## src/rtl/plugboard_pkg.sv

```systemverilog
// Shared encodings for the programmable plugboard: programming ops, status codes,
// controller states and a one-hot test used on both the lookup and programming paths.
package plugboard_pkg;

  typedef enum logic [1:0] {
    OP_ADD    = 2'b00,
    OP_REMOVE = 2'b01,
    OP_CLEAR  = 2'b10,
    OP_RSVD   = 2'b11
  } op_e;

  typedef enum logic [2:0] {
    ERR_OK          = 3'd0,
    ERR_BAD_ONEHOT  = 3'd1,
    ERR_SAME_LETTER = 3'd2,
    ERR_A_PLUGGED   = 3'd3,
    ERR_B_PLUGGED   = 3'd4,
    ERR_FULL        = 3'd5,
    ERR_NOT_FOUND   = 3'd6,
    ERR_BAD_OP      = 3'd7
  } err_e;

  typedef enum logic [2:0] {
    ST_IDLE,
    ST_CHECK,
    ST_WRITE,
    ST_CLEAR,
    ST_RESP
  } state_e;

  // Widest alphabet the one-hot helper accepts; callers zero-extend into it.
  localparam int MAX_LETTERS = 64;

  function automatic logic is_onehot(input logic [MAX_LETTERS-1:0] v);
    return (v != '0) && ((v & (v - MAX_LETTERS'(1))) == '0);
  endfunction

endpackage

```

## src/rtl/plugboard_match.sv

```systemverilog
// Combinational search of one letter against every valid plug slot; reports
// whether it is plugged, in which slot, and the letter it is wired to.
module plugboard_match #(
  parameter int LETTERS   = 26,
  parameter int MAX_PAIRS = 10,
  parameter int IDX_W     = 4
) (
  input  logic [LETTERS-1:0]   letter,
  input  logic [LETTERS-1:0]   slot_a [MAX_PAIRS],
  input  logic [LETTERS-1:0]   slot_b [MAX_PAIRS],
  input  logic [MAX_PAIRS-1:0] slot_valid,
  output logic                 hit,
  output logic [IDX_W-1:0]     idx,
  output logic [LETTERS-1:0]   partner
);

  // NOTE: every output gets a default before the loop so no path leaves it unassigned (no latch).
  always_comb begin
    hit     = 1'b0;
    idx     = '0;
    partner = '0;
    for (int i = 0; i < MAX_PAIRS; i++) begin
      if (slot_valid[i] && letter == slot_a[i]) begin
        hit     = 1'b1;
        idx     = IDX_W'(i);
        partner = slot_b[i];
      end else if (slot_valid[i] && letter == slot_b[i]) begin
        hit     = 1'b1;
        idx     = IDX_W'(i);
        partner = slot_a[i];
      end
    end
  end

endmodule

```

## src/rtl/plugboard_table.sv

```systemverilog
// Programmable Enigma plugboard: slot table of reciprocal swaps, registered one-hot
// lookup, and a ready/valid programming port with a conflict-checking controller.
module plugboard_table
  import plugboard_pkg::*;
#(
  parameter int LETTERS   = 26,
  parameter int MAX_PAIRS = 10,
  parameter int CNT_W     = $clog2(MAX_PAIRS + 1)
) (
  input  logic               CLOCK_50,
  input  logic               reset,
  input  logic               in_valid,
  input  logic [LETTERS-1:0] in_letter,
  output logic               out_valid,
  output logic [LETTERS-1:0] out_letter,
  output logic               out_bad,
  input  logic               prog_valid,
  output logic               prog_ready,
  input  logic [1:0]         prog_op,
  input  logic [LETTERS-1:0] prog_a,
  input  logic [LETTERS-1:0] prog_b,
  output logic               done,
  output logic [2:0]         err,
  output logic [CNT_W-1:0]   pair_count
);

  localparam int IDX_W = (MAX_PAIRS > 1) ? $clog2(MAX_PAIRS) : 1;

  state_e state, state_nx;
  op_e    cap_op;
  err_e   err_q, check_err;

  logic [LETTERS-1:0]   cap_a, cap_b;
  logic [LETTERS-1:0]   slot_a [MAX_PAIRS];
  logic [LETTERS-1:0]   slot_b [MAX_PAIRS];
  logic [MAX_PAIRS-1:0] slot_valid;
  logic [IDX_W-1:0]     clr_idx, free_idx;
  logic                 accept, lk_onehot, a_onehot, b_onehot;

  logic               lk_hit, a_hit, b_hit;
  logic [IDX_W-1:0]   lk_idx, a_idx, b_idx;
  logic [LETTERS-1:0] lk_partner, a_partner, b_partner;
  logic               unused_match;

  function automatic logic [CNT_W-1:0] popcount(input logic [MAX_PAIRS-1:0] v);
    logic [CNT_W-1:0] c;
    c = '0;
    for (int i = 0; i < MAX_PAIRS; i++) c = c + CNT_W'(v[i]);
    return c;
  endfunction

  plugboard_match #(.LETTERS(LETTERS), .MAX_PAIRS(MAX_PAIRS), .IDX_W(IDX_W)) u_match_lookup (
    .letter(in_letter), .slot_a(slot_a), .slot_b(slot_b), .slot_valid(slot_valid),
    .hit(lk_hit), .idx(lk_idx), .partner(lk_partner)
  );

  plugboard_match #(.LETTERS(LETTERS), .MAX_PAIRS(MAX_PAIRS), .IDX_W(IDX_W)) u_match_a (
    .letter(cap_a), .slot_a(slot_a), .slot_b(slot_b), .slot_valid(slot_valid),
    .hit(a_hit), .idx(a_idx), .partner(a_partner)
  );

  plugboard_match #(.LETTERS(LETTERS), .MAX_PAIRS(MAX_PAIRS), .IDX_W(IDX_W)) u_match_b (
    .letter(cap_b), .slot_a(slot_a), .slot_b(slot_b), .slot_valid(slot_valid),
    .hit(b_hit), .idx(b_idx), .partner(b_partner)
  );

  assign unused_match = ^{lk_idx, a_partner, b_idx, b_partner};

  assign lk_onehot = is_onehot(MAX_LETTERS'(in_letter));
  assign a_onehot  = is_onehot(MAX_LETTERS'(cap_a));
  assign b_onehot  = is_onehot(MAX_LETTERS'(cap_b));
  assign accept    = prog_valid && prog_ready;
  assign err       = done ? err_q : ERR_OK;

  // NOTE: sequential state uses non-blocking assignments so every register samples pre-edge values.
  always_ff @(posedge CLOCK_50) begin
    if (reset) begin
      out_valid  <= 1'b0;
      out_letter <= '0;
      out_bad    <= 1'b0;
    end else begin
      out_valid  <= in_valid;
      out_bad    <= in_valid && !lk_onehot;
      out_letter <= (!in_valid || !lk_onehot) ? '0 : (lk_hit ? lk_partner : in_letter);
    end
  end

  // Checks are ordered so the first failing rule decides the reported code.
  always_comb begin
    check_err = ERR_OK;
    if (cap_op == OP_RSVD)
      check_err = ERR_BAD_OP;
    else if (cap_op != OP_CLEAR && (!a_onehot || (cap_op == OP_ADD && !b_onehot)))
      check_err = ERR_BAD_ONEHOT;
    else if (cap_op == OP_ADD && cap_a == cap_b)
      check_err = ERR_SAME_LETTER;
    else if (cap_op == OP_ADD && a_hit)
      check_err = ERR_A_PLUGGED;
    else if (cap_op == OP_ADD && b_hit)
      check_err = ERR_B_PLUGGED;
    else if (cap_op == OP_ADD && pair_count == CNT_W'(MAX_PAIRS))
      check_err = ERR_FULL;
    else if (cap_op == OP_REMOVE && !a_hit)
      check_err = ERR_NOT_FOUND;
  end

  always_comb begin
    free_idx = '0;
    for (int i = MAX_PAIRS - 1; i >= 0; i--)
      if (!slot_valid[i]) free_idx = IDX_W'(i);
  end

  always_comb begin
    state_nx   = state;
    prog_ready = 1'b0;
    done       = 1'b0;
    unique case (state)
      ST_IDLE: begin
        prog_ready = 1'b1;
        if (prog_valid) state_nx = ST_CHECK;
      end
      ST_CHECK: begin
        if (check_err != ERR_OK)  state_nx = ST_RESP;
        else if (cap_op == OP_CLEAR) state_nx = ST_CLEAR;
        else                      state_nx = ST_WRITE;
      end
      ST_WRITE: state_nx = ST_RESP;
      ST_CLEAR: if (clr_idx == IDX_W'(MAX_PAIRS - 1)) state_nx = ST_RESP;
      ST_RESP: begin
        done     = 1'b1;
        state_nx = ST_IDLE;
      end
      default: state_nx = ST_IDLE;
    endcase
  end

  always_ff @(posedge CLOCK_50) begin
    if (reset) state <= ST_IDLE;
    else       state <= state_nx;
  end

  always_ff @(posedge CLOCK_50) begin
    if (reset) begin
      slot_valid <= '0;
      pair_count <= '0;
      clr_idx    <= '0;
      err_q      <= ERR_OK;
      cap_op     <= OP_ADD;
      cap_a      <= '0;
      cap_b      <= '0;
    end else begin
      pair_count <= popcount(slot_valid);
      if (accept) begin
        cap_op <= op_e'(prog_op);
        cap_a  <= prog_a;
        cap_b  <= prog_b;
      end
      if (state == ST_CHECK) begin
        err_q   <= check_err;
        clr_idx <= '0;
      end
      if (state == ST_WRITE) begin
        if (cap_op == OP_ADD) slot_valid[free_idx] <= 1'b1;
        else                  slot_valid[a_idx]    <= 1'b0;
      end
      if (state == ST_CLEAR) begin
        slot_valid[clr_idx] <= 1'b0;
        clr_idx             <= clr_idx + IDX_W'(1);
      end
    end
  end

  // NOTE: slot letters carry no reset; the valid bits alone decide whether a slot is live.
  always_ff @(posedge CLOCK_50) begin
    if (state == ST_WRITE && cap_op == OP_ADD) begin
      slot_a[free_idx] <= cap_a;
      slot_b[free_idx] <= cap_b;
    end
  end

endmodule

```

## config.mk

```make
export PLATFORM = sky130hd
export DESIGN_NAME = plugboard_table
export DESIGN_NICKNAME = d
export VERILOG_FILES = /design/src/rtl/plugboard_pkg.sv /design/src/rtl/plugboard_match.sv /design/src/rtl/plugboard_table.sv
export SDC_FILE = /design/constraint.sdc
export NUM_CORES = 2
export LEC_CHECK = 0
export CAP_MARGIN = 5
export CELL_PAD_IN_SITES_DETAIL_PLACEMENT = 1
export CELL_PAD_IN_SITES_GLOBAL_PLACEMENT = 1
export CORE_AREA = 2 2 323 325
export DETAILED_ROUTE_END_ITERATION = 16
export DIE_AREA = 0 0 325 327
export PLACE_DENSITY = 0.9
export SLEW_MARGIN = 40
export SYNTH_ARGS = -nofsm -noshare
export SYNTH_HDL_FRONTEND = slang
export SYNTH_HIERARCHICAL = 1
export SYNTH_SLANG_ARGS = --single-unit
```

## constraint.sdc

```tcl
create_clock -name CLOCK_50 -period 17.2 [get_ports CLOCK_50]
set_input_delay 3.44 -clock CLOCK_50 [delete_from_list [all_inputs] [get_ports CLOCK_50]]
set_output_delay 3.44 -clock CLOCK_50 [all_outputs]
set_load 0.01 [all_outputs]
```

==> impl_metrics.ini <==
[power_and_ir_drop]
switching_share_pct = 29.80
power_frac_comb_pct = 15.0
p_leak_nw = 15.19
report.power.total_mw = 4.052
p_int_mw = 2.845
pwr-share-seq_pct = 42.9
p_switching_mw = 1.207
p_per_area_nw_per_um2 = 81.01
p_clk_share_pct = 42.1
max-vdd-ir-drop_uv = 96.82

[cells_and_area]
area_growth_pct = 10.38
nets = 4603
drive_above_1_share_pct = 9.322

[critical_path]
cp-start-kind = input port
crit_type = in2reg
worstPathRequired_ns = 17.76
worstPathArrival_ns = 7.91
worstPathMaxFanout = 29
crit_path_start = in_letter[22]
end_kind = register
reg2reg_from = cap_a[7]$_SDFFE_PP0P_

[clock_tree]
clock_latency_ns = 0.70
cts_buffer_depth = 3
post_cts_buffers = 0
ctsResizeCount = 0
cts_buffers = 76
cts-root-buf = clkbuf_16
hold_buffers = 0
cts_sinks = 626
cts.htree.levels = 3
cts_tree = yes
clk_pin_slew_ns = 0.06

[hold_path]
holdCritPathClass = reg2reg
hp-start = cap_b[11]$_SDFFE_PP0P_

[floorplan]
dieArea_um2 = 106300
die_y_um = 327
dieWidth_um = 325
io_pins = 121
coreArea_um2 = 102900
std_cell_rows = 118
initial_core_util_pct = 44.04

[timing]
fin_crit_sh_pct = 42.78
final-setup-viol-count = 0
fin_setup_tns_ns = 0
period_needed_ns = 7.358
rsz0062_at_grt = false
finalHoldViolCount = 0
tightestPinTransition_ns = 1.202
max_freq_ghz = 0.1359
drv_slew = 0
clock_skew_ns = 0.03682
max_slew_margin_pct = 19.15

[detailed_routing]
final_antenna_net_count = 0
drt_iter0_markers = 8923
finalWirelength_um = 245400
vias = 43990
firstDrtPassIters = 9
drc = 0
avgRoutedWirePerCell_um = 41.17
via_per_inst = 7.381

[global_routing]
grt_remaining_overflow = 0
grt_pass1_vias = 42790
grt_pass1_wl_um = 334700
grt_usage_pct = 44.43
grt_max_degree = 80
antenna_found_initial = 12

[synth]
yosys_warnings = 6
postSynthCellCount = 4493
avgSynthCellArea_um2 = 10.09
synth_nets = 4589
synth_area_um2 = 45320

[placed_design]
dp_hpwl_um = 170700
port_buffers = 120
place_congestion = 1.136

[flow_run]
cap_violations = 0

[run_status]
status = finished clean
layer usage:
layer  vias to the layer above  track usage, %  routed length (um)
met5                         -           1.154                 302
met3                      1459           17.89               39740
li1                      16150               -                   -
met2                      4880           62.46               97860
met4                        17           33.06               22770
met1                     21480           54.51               84710
metrics by stage:
step | cell area (um2) | cells | util (%) | worst slack [ns] | hold WS (ns)
after floorplan | 45320 | 4493 | - | 10.40 | 0.4410
after global placement | 47360 | 5808 | 46.03 | 9.323 | 0.4408
after detailed placement | 47430 | 5808 | 46.09 | 9.442 | 0.4486
after CTS | 49960 | 5949 | 48.55 | 10.15 | 0.4552
after global routing | 50000 | 5950 | 48.59 | 9.837 | 0.4955
final | 50020 | 5960 | 48.61 | 9.842 | 0.4549
flip-flops by register name, summed over array words and instances (netlist names):
name,count
slot_a,260
slot_b,260
clr_idx,4
out_valid,1
pair_count,4
cap_op,2
out_letter,26
out_bad,1
cap_b,26
err_q,3
state,3
slot_valid,10
cap_a,26
power by group through the flow:
stage / Sequential [mW] / Combinational (mW) / Clock (mW)
after floorplan: 1.72 / 0.378 / 0
after global routing: 1.74 / 0.611 / 1.75
after detailed placement: 1.76 / 0.561 / 0
after global placement: 1.76 / 0.532 / 0
final: 1.74 / 0.608 / 1.70
after CTS: 1.73 / 0.569 / 1.69
critical path, stage by stage:
cell and delay (ns):
buf_2 0.08, buf_4 0.63, xnor2_1 0.19, nand4_1 0.13
nor4_1 0.43, and2_1 0.19, buf_4 0.33, nor2_4 0.21
a221oi_1 0.57, o311ai_0 0.38, a221oi_1 0.88, o21ai_1 0.13
mux2i_1 0.23, nor3_2 0.05
layout by cell type, fill, tap and decap left out, types with 18 or more instances in the layout:
cell / instances
or4_1: 31
and3_1: 37
clkdlybuf4s50_1: 93
a21oi_1: 140
o21ai_0: 90
a221oi_1: 62
dfxtp_1: 54
mux2i_1: 27
a31oi_1: 53
nor4_1: 115
nor2_1: 208
nand2b_1: 20
nor3_1: 121
dfxtp_2: 43
nor3_2: 23
clkbuf_16: 79
clkbuf_1: 20
nand4_1: 342
a221o_1: 34
xor2_1: 286
nand2_1: 211
o211ai_1: 30
xnor2_1: 1302
o311ai_0: 18
buf_2: 27
inv_1: 74
nand3_1: 68
edfxtp_1: 520
and2_1: 24
buf_4: 133
final timing paths:
kind / cells after the start / to / slack [ns]
max reg2reg: 15 / slot_valid[5]$_SDFF_PP0_ / 11.82
min reg2reg: 2 / cap_b[11]$_SDFFE_PP0P_ / 0.45
max: 14 / out_letter[8]$_SDFF_PP0_ / 9.84
min: 2 / cap_b[11]$_SDFFE_PP0P_ / 0.45
layout make-up:
class                           instances  area, um2
Clock inverter                         37      414.1
Sequential cell                       626      17820
Timing Repair Buffer                  255       2096
Fill cell                           11340      52880
Tap cell                             1380       1727
Antenna cell                           10      25.02
Inverter                               75      281.5
Clock buffer                          104       2121
Multi-Input combinational cell       3473      25530
No activity file was read; power rests on OpenSTA's default activity.
